**config.mk**
```make
export PLATFORM = sky130hd
export DESIGN_NAME = if_fetch
export DESIGN_NICKNAME = d
export VERILOG_FILES = /design/src/rtl/if_fetch_pkg.sv /design/src/rtl/if_fetch.sv
export SDC_FILE = /design/constraint.sdc
export NUM_CORES = 1
export LEC_CHECK = 0
export BUFFER_PORTS_ARGS = -buffer_cell sky130_fd_sc_hd__buf_2
export CORE_ASPECT_RATIO = 1.2
export CORE_MARGIN = 2
export CORE_UTILIZATION = 53
export DETAILED_ROUTE_END_ITERATION = 8
export PLACE_DENSITY = 0.95
export REMOVE_ABC_BUFFERS = 1
export SKIP_CTS_REPAIR_TIMING = 1
export SYNTH_ARGS = -nofsm -noshare
export SYNTH_HDL_FRONTEND = slang
export SYNTH_SLANG_ARGS = --single-unit
```
**constraint.sdc**
```tcl
create_clock -name clk -period 4.6 [get_ports clk]
set_clock_uncertainty 0.15 [all_clocks]
set_input_delay 0.69 -clock clk [delete_from_list [all_inputs] [get_ports clk]]
set_output_delay 0.69 -clock clk [all_outputs]
set_load 0.005 [all_outputs]
```
**src/rtl/if_fetch_pkg.sv**
```systemverilog
// Shared CPU defines for the fetch stage: FSM encoding, the NOP word and the stall-vector bit names.
package if_fetch_pkg;

    typedef enum logic [1:0] {
        FETCH_IDLE  = 2'd0,
        FETCH_REQ   = 2'd1,
        FETCH_DROP  = 2'd2,
        FETCH_VALID = 2'd3
    } fetch_state_e;

    // Bit positions in the 6-bit pipeline stall vector; bit 0 freezes the PC.
    typedef enum int {
        STALL_PC  = 0,
        STALL_IF  = 1,
        STALL_ID  = 2,
        STALL_EX  = 3,
        STALL_MEM = 4,
        STALL_WB  = 5
    } stall_idx_e;

    localparam logic [31:0] NOP_INST = 32'h0000_0000;

    function automatic logic [31:0] word_align(input logic [31:0] addr);
        return {addr[31:2], 2'b00};
    endfunction

endpackage

```
**src/rtl/if_fetch.sv**
```systemverilog
// Instruction fetch stage: PC register, PC-next mux and the imem request/drop FSM.
// Optional misaligned-fetch trap is enabled by defining IF_ALIGN_CHECK_EN.
module if_fetch
    import if_fetch_pkg::*;
#(
    parameter logic [31:0] RESET_PC = 32'h0000_0000
) (
    input  logic         clk,
    input  logic         rst,
    input  logic [5:0]   stall,
    input  logic         flush,
    input  logic [31:0]  new_pc,
    input  logic         branch_flag,
    input  logic [31:0]  branch_target,
    output logic         imem_req,
    output logic [31:0]  imem_addr,
    input  logic         imem_ack,
    input  logic [31:0]  imem_rdata,
    output logic [31:0]  if_pc,
    output logic [31:0]  if_inst,
    output logic         stallreq_if,
`ifdef IF_ALIGN_CHECK_EN
    output logic         if_excp,
`endif
    output fetch_state_e fetch_state_dbg
);

    // imem handshake: imem_req stays high with imem_addr frozen from the cycle it rises
    // until the cycle imem_ack is seen; imem_ack is a one-cycle strobe qualifying imem_rdata.
    fetch_state_e state_q, state_d;
    logic [31:0]  pc_q, pc_d;
    logic [31:0]  inst_q, inst_d;
    logic [31:0]  addr_q, addr_d;
    logic         new_req;
`ifdef IF_ALIGN_CHECK_EN
    logic         excp_q, excp_d;
`endif

    logic unused_stall;
    assign unused_stall = ^stall[5:1];

    always_ff @(posedge clk) begin
        if (rst) begin
            state_q <= FETCH_IDLE;
            pc_q    <= RESET_PC;
            inst_q  <= NOP_INST;
            addr_q  <= word_align(RESET_PC);
`ifdef IF_ALIGN_CHECK_EN
            excp_q  <= 1'b0;
`endif
        end else begin
            state_q <= state_d;
            pc_q    <= pc_d;
            inst_q  <= inst_d;
            addr_q  <= addr_d;
`ifdef IF_ALIGN_CHECK_EN
            excp_q  <= excp_d;
`endif
        end
    end

    always_comb begin
        state_d = state_q;
        pc_d    = pc_q;
        inst_d  = inst_q;
        addr_d  = addr_q;
`ifdef IF_ALIGN_CHECK_EN
        excp_d  = excp_q;
`endif
        unique case (state_q)
            FETCH_IDLE: begin
                if (flush) pc_d = new_pc;
                state_d = FETCH_REQ;
            end
            FETCH_REQ: begin
                if (flush) begin
                    // An unacked request must still complete, so its data is dropped later.
                    pc_d    = new_pc;
                    state_d = imem_ack ? FETCH_REQ : FETCH_DROP;
                end else if (imem_ack) begin
                    inst_d  = imem_rdata;
                    state_d = FETCH_VALID;
                end
            end
            FETCH_DROP: begin
                if (flush) pc_d = new_pc;
                if (imem_ack) state_d = FETCH_REQ;
            end
            FETCH_VALID: begin
                if (flush) begin
                    pc_d    = new_pc;
                    state_d = FETCH_REQ;
                end else if (!stall[STALL_PC]) begin
                    pc_d    = branch_flag ? branch_target : pc_q + 32'd4;
                    state_d = FETCH_REQ;
                end
            end
            default: state_d = FETCH_IDLE;
        endcase

        // A fresh request starts whenever REQ is entered or re-entered after an ack.
        new_req = (state_d == FETCH_REQ) && ((state_q != FETCH_REQ) || imem_ack);
        if (new_req) addr_d = word_align(pc_d);

`ifdef IF_ALIGN_CHECK_EN
        if (new_req && (pc_d[1:0] != 2'b00)) begin
            state_d = FETCH_VALID;
            inst_d  = NOP_INST;
            addr_d  = addr_q;
            excp_d  = 1'b1;
        end else if ((state_q != FETCH_VALID) || (state_d != FETCH_VALID)) begin
            excp_d  = 1'b0;
        end
`endif
    end

    assign imem_req        = (state_q == FETCH_REQ) || (state_q == FETCH_DROP);
    assign imem_addr       = addr_q;
    assign if_pc           = pc_q;
    assign if_inst         = (state_q == FETCH_VALID) ? inst_q : NOP_INST;
    assign stallreq_if     = (state_q != FETCH_VALID);
    assign fetch_state_dbg = state_q;
`ifdef IF_ALIGN_CHECK_EN
    assign if_excp         = excp_q;
`endif

endmodule
```
[Word level (Yosys, flattened, before mapping)]
Index checks and enable logic that the tools add are counted.
Word-level totals
  flip-flop bits (word level): 96
  latch bits: 0
  memory bits (writable): 0
  memory bits (read-only): 0
  input port bits: 107
  output and inout port bits: 100
  word-level logic and storage cells: 35
  memories: 0
Cells by class
  add/subtract/negate cells: 1
  $mul: 0
  div/mod/pow operators: 0
  $lt $le $gt $ge: 0
  equal/unequal tests: 8
  shift operators: 0
  mux-type cells: 13
  bitwise logic cells: 1
  reductions and logical operators: 7
Operators by type and width (number)
  two-way mux 32 bit: 5
  one-hot mux 32 bit (2 select lines): 1
  adder 32 x 3 -> 32 bit, second input constant: 1
  two-way mux 2 bit: 6
  one-hot mux 2 bit (4 select lines): 1
  == test 2 x 1 -> 1 bit, second input constant: 2
  == test 2 bit, second input constant: 2
  != test 2 x 1 -> 1 bit, second input constant: 2
  != test 3 bit, second input constant: 1
  AND reduction 3 bit: 1
  OR reduction 3 bit: 1
  zero test 2 bit: 1
  logical OR 1 bit: 2
  != test 2 bit, second input constant: 1
  AND reduction 2 bit: 1
  logical AND 1 bit: 1
  inverter 1 bit: 1

[Depth between registers and ports, before layout]
Gate-level depths: netlist (run 1).
  word-level depth: 5
  depth in mapped cells: 9
  depth with buffers taken out: 7

[Worst setup path before layout (run 1)]
OpenSTA, ideal clock, no wires.
  path type: input to register
  start: input port branch_flag
  end: register addr_q[21], in the netlist imem_addr[21]
  setup time: 79 ps
  arrival time: 2280 ps
  required time: 4371 ps
  setup slack: 2091 ps
  stages on the path: 7
  buffers on the path: 2
  cell sequence: buf_6 -> or4b_4 -> buf_6 -> or4_4 -> nor3_2 -> nor3_1 -> a211oi_2
Between the ends
  cells in the longest elaborated chain, start to end: 4
Ends and longest elaborated chain
  start: declaration: line if_fetch.sv:13  | input logic branch_flag,
  two-way mux 32 bit: line if_fetch.sv:94  | pc_d = branch_flag ? branch_target : pc_q + 32'd4;
  two-way mux 32 bit: line if_fetch.sv:93  | end else if (!stall[STALL_PC]) begin
  two-way mux 32 bit: line if_fetch.sv:90  | if (flush) begin
  one-hot mux 32 bit (2 select lines): line if_fetch.sv:70  | unique case (state_q)
  end signal: assignment: line if_fetch.sv:47  | addr_q <= word_align(RESET_PC);
  end signal: assignment: line if_fetch.sv:55  | addr_q <= addr_d;
  end: declaration: line if_fetch.sv:33  | logic [31:0] addr_q, addr_d;
No other way between the ends. The select of a mux whose other input is x is not followed.
A chain may end at the register's enable or synchronous reset.

[Final worst setup path (run 1)]
  start: register state_q[0], in the netlist fetch_state_dbg[0]
  end: register addr_q[26], in the netlist imem_addr[26]
Between the ends
  cells in the longest elaborated chain, start to end: 5
  elaborated cells on any way between the ends: 16
  classes of those cells: eq/ne: 5; mux: 7; reduce/logical: 4
Ends and longest elaborated chain
  start: declaration: line if_fetch.sv:30  | fetch_state_e state_q, state_d;
  start signal: assignment: line if_fetch.sv:52  | state_q <= state_d;
  two-way mux 2 bit (on tied branches): line if_fetch.sv:93, if_fetch.sv:80
  two-way mux 2 bit (on tied branches): line if_fetch.sv:90, if_fetch.sv:76
  one-hot mux 2 bit (4 select lines): line if_fetch.sv:70
  == test 2 x 1 -> 1 bit: line if_fetch.sv:102  | new_req = (state_d == FETCH_REQ) && ((state_q != FETCH_REQ) || imem_ack);
  logical AND 1 bit: line if_fetch.sv:102
Several ways; a longest one is shown, not always the timed one.

==> reports/metrics.cfg, run 1 <==
[routing]
drt_iter0_drc=420
via_per_inst=5.81
route.met3.wl_um=1760
dr.pass1.iters=5
vias=5618
top_layer=met5
ant_nets=0
wl_met2_um=7650
drt-met1-wl_um=6120
wire_per_inst_um=16.4
drc=0
drt_wl_total_um=15900

[cells_and_area]
diodes=0
final_nets=952
ff_latch_area_um2=1920
post-route-cell-area_um2=6390
utilization_pct=67.8
area_growth_pct=25.3
multi_input_area_um2=2900
drive_gt1_share_pct=28.0
fillCellCount=842

[sta]
slew_violations=0
max_freq_mhz=303
rsz0062_at_grt=no
hold_violations=0
setup_tns_ns=0
relSlewSlack_pct=20.2
post-route-period-util_pct=71.8
setup_violations=0
worst_slew_pin_slew_ns=1.19
period_needed_ns=3.30

[global_route]
grtUsageTotal_pct=29.8
grt_start_max_net_pins=98
grt_antenna_before_repair=1
grt_pass1_vias=5251
grt_pass1_wl_um=24900
globalRouteOverflowTotal=0

[worst_setup_path]
crit_path_max_fanout=35
slowest_stage=and2_1
cpLargestDelayFamily=buffers and inverters
reg2reg_to=imem_addr[26]
rr_worst_depth=9
r2r_start=fetch_state_dbg[0]
crit_buf_inv=3
critPathArrivalTime_ns=3.34
ff2ff_setup_slack_ns=1.30
max_stage_delay_ns=0.58
path_cells=ha_1 -> buf_4 -> nand2_1 -> o2bb2ai_1 -> a32oi_2 -> buf_4 -> and2_1 -> buf_4 -> a311oi_1
start_kind=flip-flop
crit_path_frequent_cell=buf_4
worst_ep_required_time_ns=4.64
path_class=flip-flop to flip-flop
crit_path_end_kind=flip-flop

[die]
core_area_um2=9420
dieArea_um2=10400
start_util_pct=54.1
die_h_um=111
io_pins=207
die_w_um=93.5
rows=39

[synth]
ys_async_sr_fraction_pct=0
netlist_area_um2=5100
synth-edff-count=0
synth-seq-cells=96
synthTopCellsByArea=dfxtp_1, a21oi_1, nand2_1
synth_commonest_cells=nand2_1, a21oi_1, dfxtp_1
synth_area_leader_cell=dfxtp_1
ys_types=57
yosys_warnings=0
synthFlopType=dfxtp_1
seq_area_frac_synth_pct=37.7
synth_top_area_share_pct=37.7
syn_inst=682
yosysMostFrequentCell=nand2_1
synth_area_per_cell_um2=7.48

[placed_design]
place_congestion=0.914
place_hpwl_um=11000
place_area_um2=6080
port_buffers=199

[hold_path]
min_path_cells=2
min_to=inst_q[14]
min-delay-start=inst_q[14]
hold_path_class=flip-flop to flip-flop

[clock_tree]
path_clk_slew_ns=0.07
cts_root_buf=clkbuf_16
tritoncts=yes
clock_latency_ns=0.35
clock-sinks=96
htree_num_levels=3
cts_buffers=9
clock_path_buffers=2

[pwr]
intPower_mw=1.48
leakagePower_nw=2.77
comb_power_share_pct=16.1
p_clk_share_pct=37.5
sw_frac_of_total_pct=27.6
p_per_area_nw_per_um2=319
ir_worst_vdd_mv=0.269
power_switching_mw=0.562
seq_power_share_pct=46.4

[flow_run]
maxCapViolCount=0

[status]
outcome=completed

## worst reg2reg max path, cell delays in order, from the launching register on
cell	delay, ns
dfxtp_1	0.38
ha_1	0.42
buf_4	0.33
nand2_1	0.11
o2bb2ai_1	0.07
a32oi_2	0.19
buf_4	0.41
and2_1	0.59
buf_4	0.37
a311oi_1	0.13
## how the worst max path moves through the flow
stage	startpoint	end	slack, ns	cells after the start
CTS	fetch_state_dbg[0]	imem_addr[22]	1.39	9
detailed placement	flush	imem_addr[26]	1.19	7
global route	fetch_state_dbg[0]	imem_addr[24]	1.14	9
global placement	flush	imem_addr[22]	1.24	7
floorplan	fetch_state_dbg[0]	imem_addr[22]	1.09	6
finish	fetch_state_dbg[0]	imem_addr[26]	1.30	9
## sequential cells by signal, indices dropped and copies added (netlist names)
register,flops
if_pc,32
inst_q,32
imem_addr,30
fetch_state_dbg,2
## power by group through the flow
stage               combinational [mW]  clock (mW)  sequential, mW
floorplan                        0.148           0           0.959
global placement                 0.317           0           0.961
detailed placement               0.326           0           0.962
CTS                              0.327       0.775           0.944
global route                     0.363       0.813           0.953
finish                           0.329       0.764           0.946
## per-stage QoR
stage	total power, mW	hold WS (ns)	setup WS (ns)	instances
after floorplan	1.11	0.276	1.09	621
after global placement	1.28	0.287	1.24	951
after detailed placement	1.29	0.292	1.19	951
after CTS	2.05	0.302	1.39	967
after global routing	2.13	0.321	1.14	967
final	2.04	0.298	1.30	967
## cell usage in the layout (no fill, tap or decap), types with 10 or more instances in the layout
master | Yosys | layout
nor2_1 | 44 | 44
and2_1 | 36 | 36
dfxtp_1 | 96 | 96
a221oi_1 | 11 | 11
nor3_1 | 14 | 14
buf_2 | 5 | 198
nor4_1 | 10 | 10
a21oi_1 | 109 | 108
nand3_1 | 29 | 29
nand2_1 | 113 | 113
a211oi_1 | 23 | 23
o21ai_0 | 19 | 19
inv_1 | 12 | 12
## logic make-up after synthesis
logic type	Yosys count	share of synthesized area, %
simple gates	295	29.0
compound gates	196	23.3
flops	96	37.7
buf+inv	74	6.01
xor+xnor	11	1.89
fa+ha+maj	6	1.47
mux	3	0.589
other cells	1	0.0735
## cell type report
type / instances / share of cell area, %
clock inverters: 6 / 1.08
repair buffers: 207 / 16.6
clock buffers: 10 / 3.74
inverters: 12 / 0.705
flip-flops and latches: 96 / 30.1
multi-input cells: 513 / 45.4
well taps: 123 / 2.41
## layer usage
layer	vias up	global-route usage, %
li1	2738	-
met1	2553	34.8
met2	300	51.5
met3	25	8.53
met4	2	10.9
met5	-	0
Power figures use the tool's default switching activity.
==> run 2: changes to the inputs <==
--- a/config.mk
+++ b/config.mk
@@ -8,9 +8,9 @@
 export BUFFER_PORTS_ARGS = -buffer_cell sky130_fd_sc_hd__buf_2
 export CORE_ASPECT_RATIO = 1.2
 export CORE_MARGIN = 2
-export CORE_UTILIZATION = 53
+export CORE_UTILIZATION = 44
 export DETAILED_ROUTE_END_ITERATION = 8
-export PLACE_DENSITY = 0.95
+export PLACE_DENSITY = 0.87
 export REMOVE_ABC_BUFFERS = 1
 export SKIP_CTS_REPAIR_TIMING = 1
 export SYNTH_ARGS = -nofsm -noshare
==> constraint.sdc (replaced) <==
create_clock -name clk -period 2.9 [get_ports clk]
set_clock_uncertainty 0.15 [all_clocks]
set_input_delay 0.435 -clock clk [delete_from_list [all_inputs] [get_ports clk]]
set_output_delay 0.435 -clock clk [all_outputs]
set_load 0.005 [all_outputs]
==> reports/metrics.cfg, run 2 (same netlist as run 1, synthesis figures left out) <==
[status]
outcome=completed  ; unchanged

[worst_setup_path]
start_kind=flip-flop  ; unchanged
cp-startpoint=fetch_state_dbg[1]  ; was fetch_state_dbg[0]
r2r_start=fetch_state_dbg[1]  ; was fetch_state_dbg[0]
worst_ep_required_time_ns=3.01  ; was 4.64 ns
crit_path_max_fanout=12  ; was 35
critPathArrivalTime_ns=2.64  ; was 3.34 ns
path_class=flip-flop to flip-flop  ; unchanged
crit_path_end_kind=flip-flop  ; unchanged

[global_route]
globalRouteOverflowTotal=0  ; unchanged
grt_start_max_net_pins=64  ; was 98
grt_pass1_vias=5253  ; was 5251
grt_pass1_wl_um=25700  ; was 24900 um
grt_antenna_before_repair=0  ; was 1
grtUsageTotal_pct=26.3  ; was 29.8%

[sta]
max_freq_mhz=395  ; was 303 MHz
setup_violations=0  ; unchanged
rsz0062_at_grt=no  ; unchanged
slew_violations=0  ; unchanged
whs_ns=0.169  ; was 0.298 ns
setup_tns_ns=0  ; unchanged
worst_slew_pin_slew_ns=0.731  ; was 1.19 ns
hold_violations=0  ; unchanged
post-route-period-util_pct=87.3  ; was 71.8%
relSlewSlack_pct=51.1  ; was 20.2%
period_needed_ns=2.53  ; was 3.30 ns
setup_ws_ns=0.368  ; was 1.30 ns

[routing]
ant_nets=0  ; unchanged
drt-met1-wl_um=6500  ; was 6120 um
drt_wl_total_um=16600  ; was 15900 um
drc=0  ; unchanged
vias=5767  ; was 5618
drt_iter0_drc=333  ; was 420
top_layer=met4  ; was met5
route.met3.wl_um=1720  ; was 1760 um
wire_per_inst_um=16.4  ; about the same
via_per_inst=5.68  ; was 5.81
dr.pass1.iters=5  ; unchanged
wl_met2_um=7990  ; was 7650 um

[die]
io_pins=207  ; unchanged
core_area_um2=11400  ; was 9420 um2
dieArea_um2=12500  ; was 10400 um2
die_w_um=102  ; was 93.5 um
rows=43  ; was 39
start_util_pct=44.7  ; was 54.1%
die_h_um=122  ; was 111 um

[pwr]
sw_frac_of_total_pct=26.7  ; was 27.6%
comb_power_share_pct=15.7  ; was 16.1%
leakagePower_nw=2.85  ; was 2.77 nW
ir_worst_vdd_mv=0.337  ; was 0.269 mV
p_per_area_nw_per_um2=519  ; was 319 nW/um2
seq_power_share_pct=44.0  ; was 46.4%
intPower_mw=2.50  ; was 1.48 mW
p_clk_share_pct=40.3  ; was 37.5%
power_switching_mw=0.911  ; was 0.562 mW

[placed_design]
place_congestion=0.840  ; was 0.914
place_hpwl_um=11800  ; was 11000 um
place_inst=998  ; was 951
port_buffers=199  ; unchanged
preCtsSetupSlack_ns=0.432  ; was 1.19 ns

[clock_tree]
cts_root_buf=clkbuf_16  ; unchanged
clock_latency_ns=0.34  ; was 0.35 ns
htree_num_levels=3  ; unchanged
tritoncts=yes  ; unchanged
clock_path_buffers=2  ; unchanged
path_clk_slew_ns=0.07  ; about the same
cts_buffers=9  ; unchanged
clock-sinks=96  ; unchanged

[cells_and_area]
ff_latch_area_um2=1920  ; unchanged
multi_input_area_um2=2910  ; was 2900 um2
area_growth_pct=28.9  ; was 25.3%
final_common_cell=buf_2  ; unchanged
drive_gt1_share_pct=29.1  ; was 28.0%
most-common-layout-cells=buf_2, nand2_1, a21oi_1, dfxtp_1, nor2_1  ; unchanged
final_nets=965  ; was 952
fin_cells=1015  ; was 967
fillCellCount=1092  ; was 842
utilization_pct=57.6  ; was 67.8%

[hold_path]
min-delay-start=imem_rdata[17]  ; was inst_q[14]
hold_path_class=input port to flip-flop  ; was flip-flop to flip-flop

[flow_run]
maxCapViolCount=0  ; unchanged

## run 2: cell types whose count changed in the layout (fill, tap and decap cells not counted)
cell and change:
clkbuf_8 -1, a21oi_4 +1, diode_2 +1, bufinv_16 +2, clkinv_4 -3, a21oi_2 -1, inv_6 +1, buf_4 +13
clkinvlp_4 +1
## run 2: per-layer routing
layer / vias up / track usage (%)
met5: - / 0
met4: 0 / 9.67
met3: 41 / 7.40
met2: 297 / 44.4
met1: 2672 / 31.7
li1: 2757 / -
## run 2: stage by stage
step,instance area (um2),power (mW)
after CTS,6570,3.42
after global routing,6570,3.55
final,6570,3.41
after detailed placement,6230,2.06
after global placement,6230,2.05
after floorplan,4840,1.76
## run 2: final timing paths
| kind | depth (start not counted) | endpoint | slack [ns] |
|---|---|---|---|
| setup / recovery | 9 | imem_addr[30] | 0.37 |
| setup reg to reg | 9 | imem_addr[30] | 0.37 |
| hold / removal | 3 | inst_q[17] | 0.17 |
| hold reg to reg | 2 | inst_q[17] | 0.30 |
## run 2: layout make-up
cell class / instances / share of cell area [%]
sequential: 96 / 29.2
clock buffer: 9 / 3.43
timing repair buffer: 220 / 17.6
multi-input combinational: 513 / 44.2
antenna: 1 / 0.0381
clock inverter: 7 / 1.81
tap: 157 / 2.99
inverter: 12 / 0.685
## run 2: worst max-delay path: stages (launching register included)
cell and delay (ns):
dfxtp_1 0.45, ha_1 0.30, buf_4 0.21, nor4b_2 0.33, buf_4 0.28, buf_4 0.18, nand2_1 0.07, a31oi_1 0.15
nor3_1 0.09, a211oi_1 0.23
## run 2: power groups by stage
stage / clock network [mW] / logic (mW) / registers [mW]
6_report: 1.37 / 0.536 / 1.50
3_5_place_dp: 0 / 0.534 / 1.53
5_1_grt: 1.44 / 0.592 / 1.51
3_3_place_gp: 0 / 0.521 / 1.53
2_1_floorplan: 0 / 0.235 / 1.52
4_1_cts: 1.39 / 0.536 / 1.50
==> run 3: changes to the inputs <==
--- a/config.mk
+++ b/config.mk
@@ -10,7 +10,7 @@
 export CORE_MARGIN = 2
 export CORE_UTILIZATION = 44
 export DETAILED_ROUTE_END_ITERATION = 8
-export PLACE_DENSITY = 0.87
+export PLACE_DENSITY = 0.81
 export REMOVE_ABC_BUFFERS = 1
 export SKIP_CTS_REPAIR_TIMING = 1
 export SYNTH_ARGS = -nofsm -noshare
==> reports/metrics.cfg, run 3 (same netlist as run 1, synthesis figures left out) <==
[routing]
drt_wl_total_um=16400  ; was 16600 um
drt_iter0_drc=261  ; was 333
vias=5620  ; was 5767
via_per_inst=5.53  ; was 5.68
wire_per_inst_um=16.1  ; was 16.4 um
dr.pass1.iters=7  ; was 5
ant_nets=0  ; unchanged
drc=0  ; unchanged

[global_route]
globalRouteOverflowTotal=0  ; unchanged
grtUsageTotal_pct=26.4  ; was 26.3%
grt_pass1_vias=5301  ; was 5253
grt_start_max_net_pins=74  ; was 64
grt_pass1_wl_um=25900  ; was 25700 um
grt_antenna_before_repair=1  ; was 0

[worst_setup_path]
cpLargestDelayFamily=compound AO/OA/AOI/OAI gates  ; was buffers and inverters
path_cells=ha_1 -> buf_4 -> nor2b_2 -> buf_12 -> o21ai_0 -> a221oi_1 -> a21oi_1 -> a211oi_1  ; was ha_1 -> buf_4 -> nor4b_2 -> buf_4 -> buf_4 -> nand2_1 -> a31oi_1 -> nor3_1 -> a211oi_1
rr_worst_depth=8  ; was 9
worst_ep_required_time_ns=3.01  ; about the same
crit_buf_inv=2  ; was 3
crit_path_end_kind=flip-flop  ; unchanged
ff2ff_setup_slack_ns=0.33  ; was 0.37 ns
crit_path_max_fanout=36  ; was 12
critPathArrivalTime_ns=2.68  ; was 2.64 ns
r2r_start=fetch_state_dbg[1]  ; unchanged
critical_path_cell_count=8  ; was 9
path_class=flip-flop to flip-flop  ; unchanged
slowest_stage=dfxtp_1  ; unchanged
reg2reg_to=imem_addr[4]  ; was imem_addr[30]
max_stage_delay_ns=0.43  ; was 0.45 ns
start_kind=flip-flop  ; unchanged

[pwr]
p_per_area_nw_per_um2=519  ; about the same
ir_worst_vdd_mv=0.326  ; was 0.337 mV
power_mw=3.44  ; was 3.41 mW
leakagePower_nw=2.88  ; was 2.85 nW

[cells_and_area]
utilization_pct=58.0  ; was 57.6%
area_growth_pct=29.8  ; was 28.9%
final_nets=968  ; was 965
drive_gt1_share_pct=29.3  ; was 29.1%
final_common_cell=buf_2  ; unchanged
diodes=0  ; was 1
most-common-layout-cells=buf_2, nand2_1, a21oi_1, dfxtp_1, nor2_1  ; unchanged

[clock_tree]
clock_path_buffers=2  ; unchanged
path_clk_slew_ns=0.07  ; about the same
tritoncts=yes  ; unchanged
htree_num_levels=3  ; unchanged
cts_root_buf=clkbuf_16  ; unchanged
clock-sinks=96  ; unchanged
clock_latency_ns=0.35  ; was 0.34 ns
cts_buffers=9  ; unchanged

[die]
die_h_um=122  ; unchanged
rows=43  ; unchanged
die_w_um=102  ; unchanged
io_pins=207  ; unchanged
start_util_pct=44.7  ; unchanged
core_area_um2=11400  ; unchanged
dieArea_um2=12500  ; unchanged

[sta]
worst_slew_pin_slew_ns=0.550  ; was 0.731 ns
setup_tns_ns=0  ; unchanged
max_freq_mhz=389  ; was 395 MHz
hold_violations=0  ; unchanged
setup_ws_ns=0.332  ; was 0.368 ns
period_needed_ns=2.57  ; was 2.53 ns
setup_violations=0  ; unchanged
slew_violations=0  ; unchanged
post-route-period-util_pct=88.6  ; was 87.3%
whs_ns=0.171  ; was 0.169 ns
rsz0062_at_grt=no  ; unchanged
relSlewSlack_pct=63.0  ; was 51.1%

[status]
outcome=completed  ; unchanged

[flow_run]
maxCapViolCount=0  ; unchanged

[hold_path]
hold_path_class=input port to flip-flop  ; unchanged
min_to=inst_q[30]  ; was inst_q[17]
min_path_cells=3  ; unchanged
min-delay-start=imem_rdata[30]  ; was imem_rdata[17]

[placed_design]
preCtsSetupSlack_ns=0.392  ; was 0.432 ns
place_congestion=0.839  ; was 0.840
place_hpwl_um=11700  ; was 11800 um
port_buffers=199  ; unchanged

[run 3: cell type report]
| class | instances | area [um2] |
|---|---|---|
| Clock buffer | 10 | 239 |
| Clock inverter | 6 | 113 |
| Fill cell | 1101 | 4790 |
| Inverter | 12 | 45.0 |
| Multi-Input combinational cell | 513 | 2900 |
| Sequential cell | 96 | 1920 |
| Tap cell | 157 | 196 |
| Timing Repair Buffer | 223 | 1200 |
[run 3: where the power goes]
part | switching, mW | internal [mW] | total [mW]
Sequential | 0.0794 | 1.42 | 1.50
Clock | 0.526 | 0.871 | 1.40
Combinational | 0.299 | 0.244 | 0.543
[run 3: through the flow]
| stage | area, um2 | instances |
|---|---|---|
| 6_report | 6620 | 1017 |
| 5_1_grt | 6620 | 1017 |
| 4_1_cts | 6620 | 1017 |
| 3_5_place_dp | 6270 | 1001 |
| 3_3_place_gp | 6270 | 1001 |
| 2_1_floorplan | 4840 | 621 |
[run 3: worst max-delay path by stage]
stage | slack [ns] | from | endpoint
3_5_place_dp | 0.39 | fetch_state_dbg[1] | imem_addr[4]
4_1_cts | 0.31 | fetch_state_dbg[1] | imem_addr[4]
3_3_place_gp | 0.43 | fetch_state_dbg[0] | imem_addr[4]
5_1_grt | 0.14 | fetch_state_dbg[1] | imem_addr[4]
2_1_floorplan | -0.61 | fetch_state_dbg[0] | imem_addr[22]
6_report | 0.33 | fetch_state_dbg[1] | imem_addr[4]
[run 3: per-layer routing]
metal | global-route usage, % | vias to the layer above | routed length (um)
li1 | - | 2766 | -
met1 | 31.4 | 2552 | 6520
met2 | 44.9 | 268 | 7810
met3 | 7.52 | 32 | 1700
met4 | 9.92 | 2 | 370
met5 | 0 | - | 13
[run 3: worst min-delay path: stages]
cell and delay, ns:
buf_2 0.09, nand2_1 0.04, a21oi_1 0.05
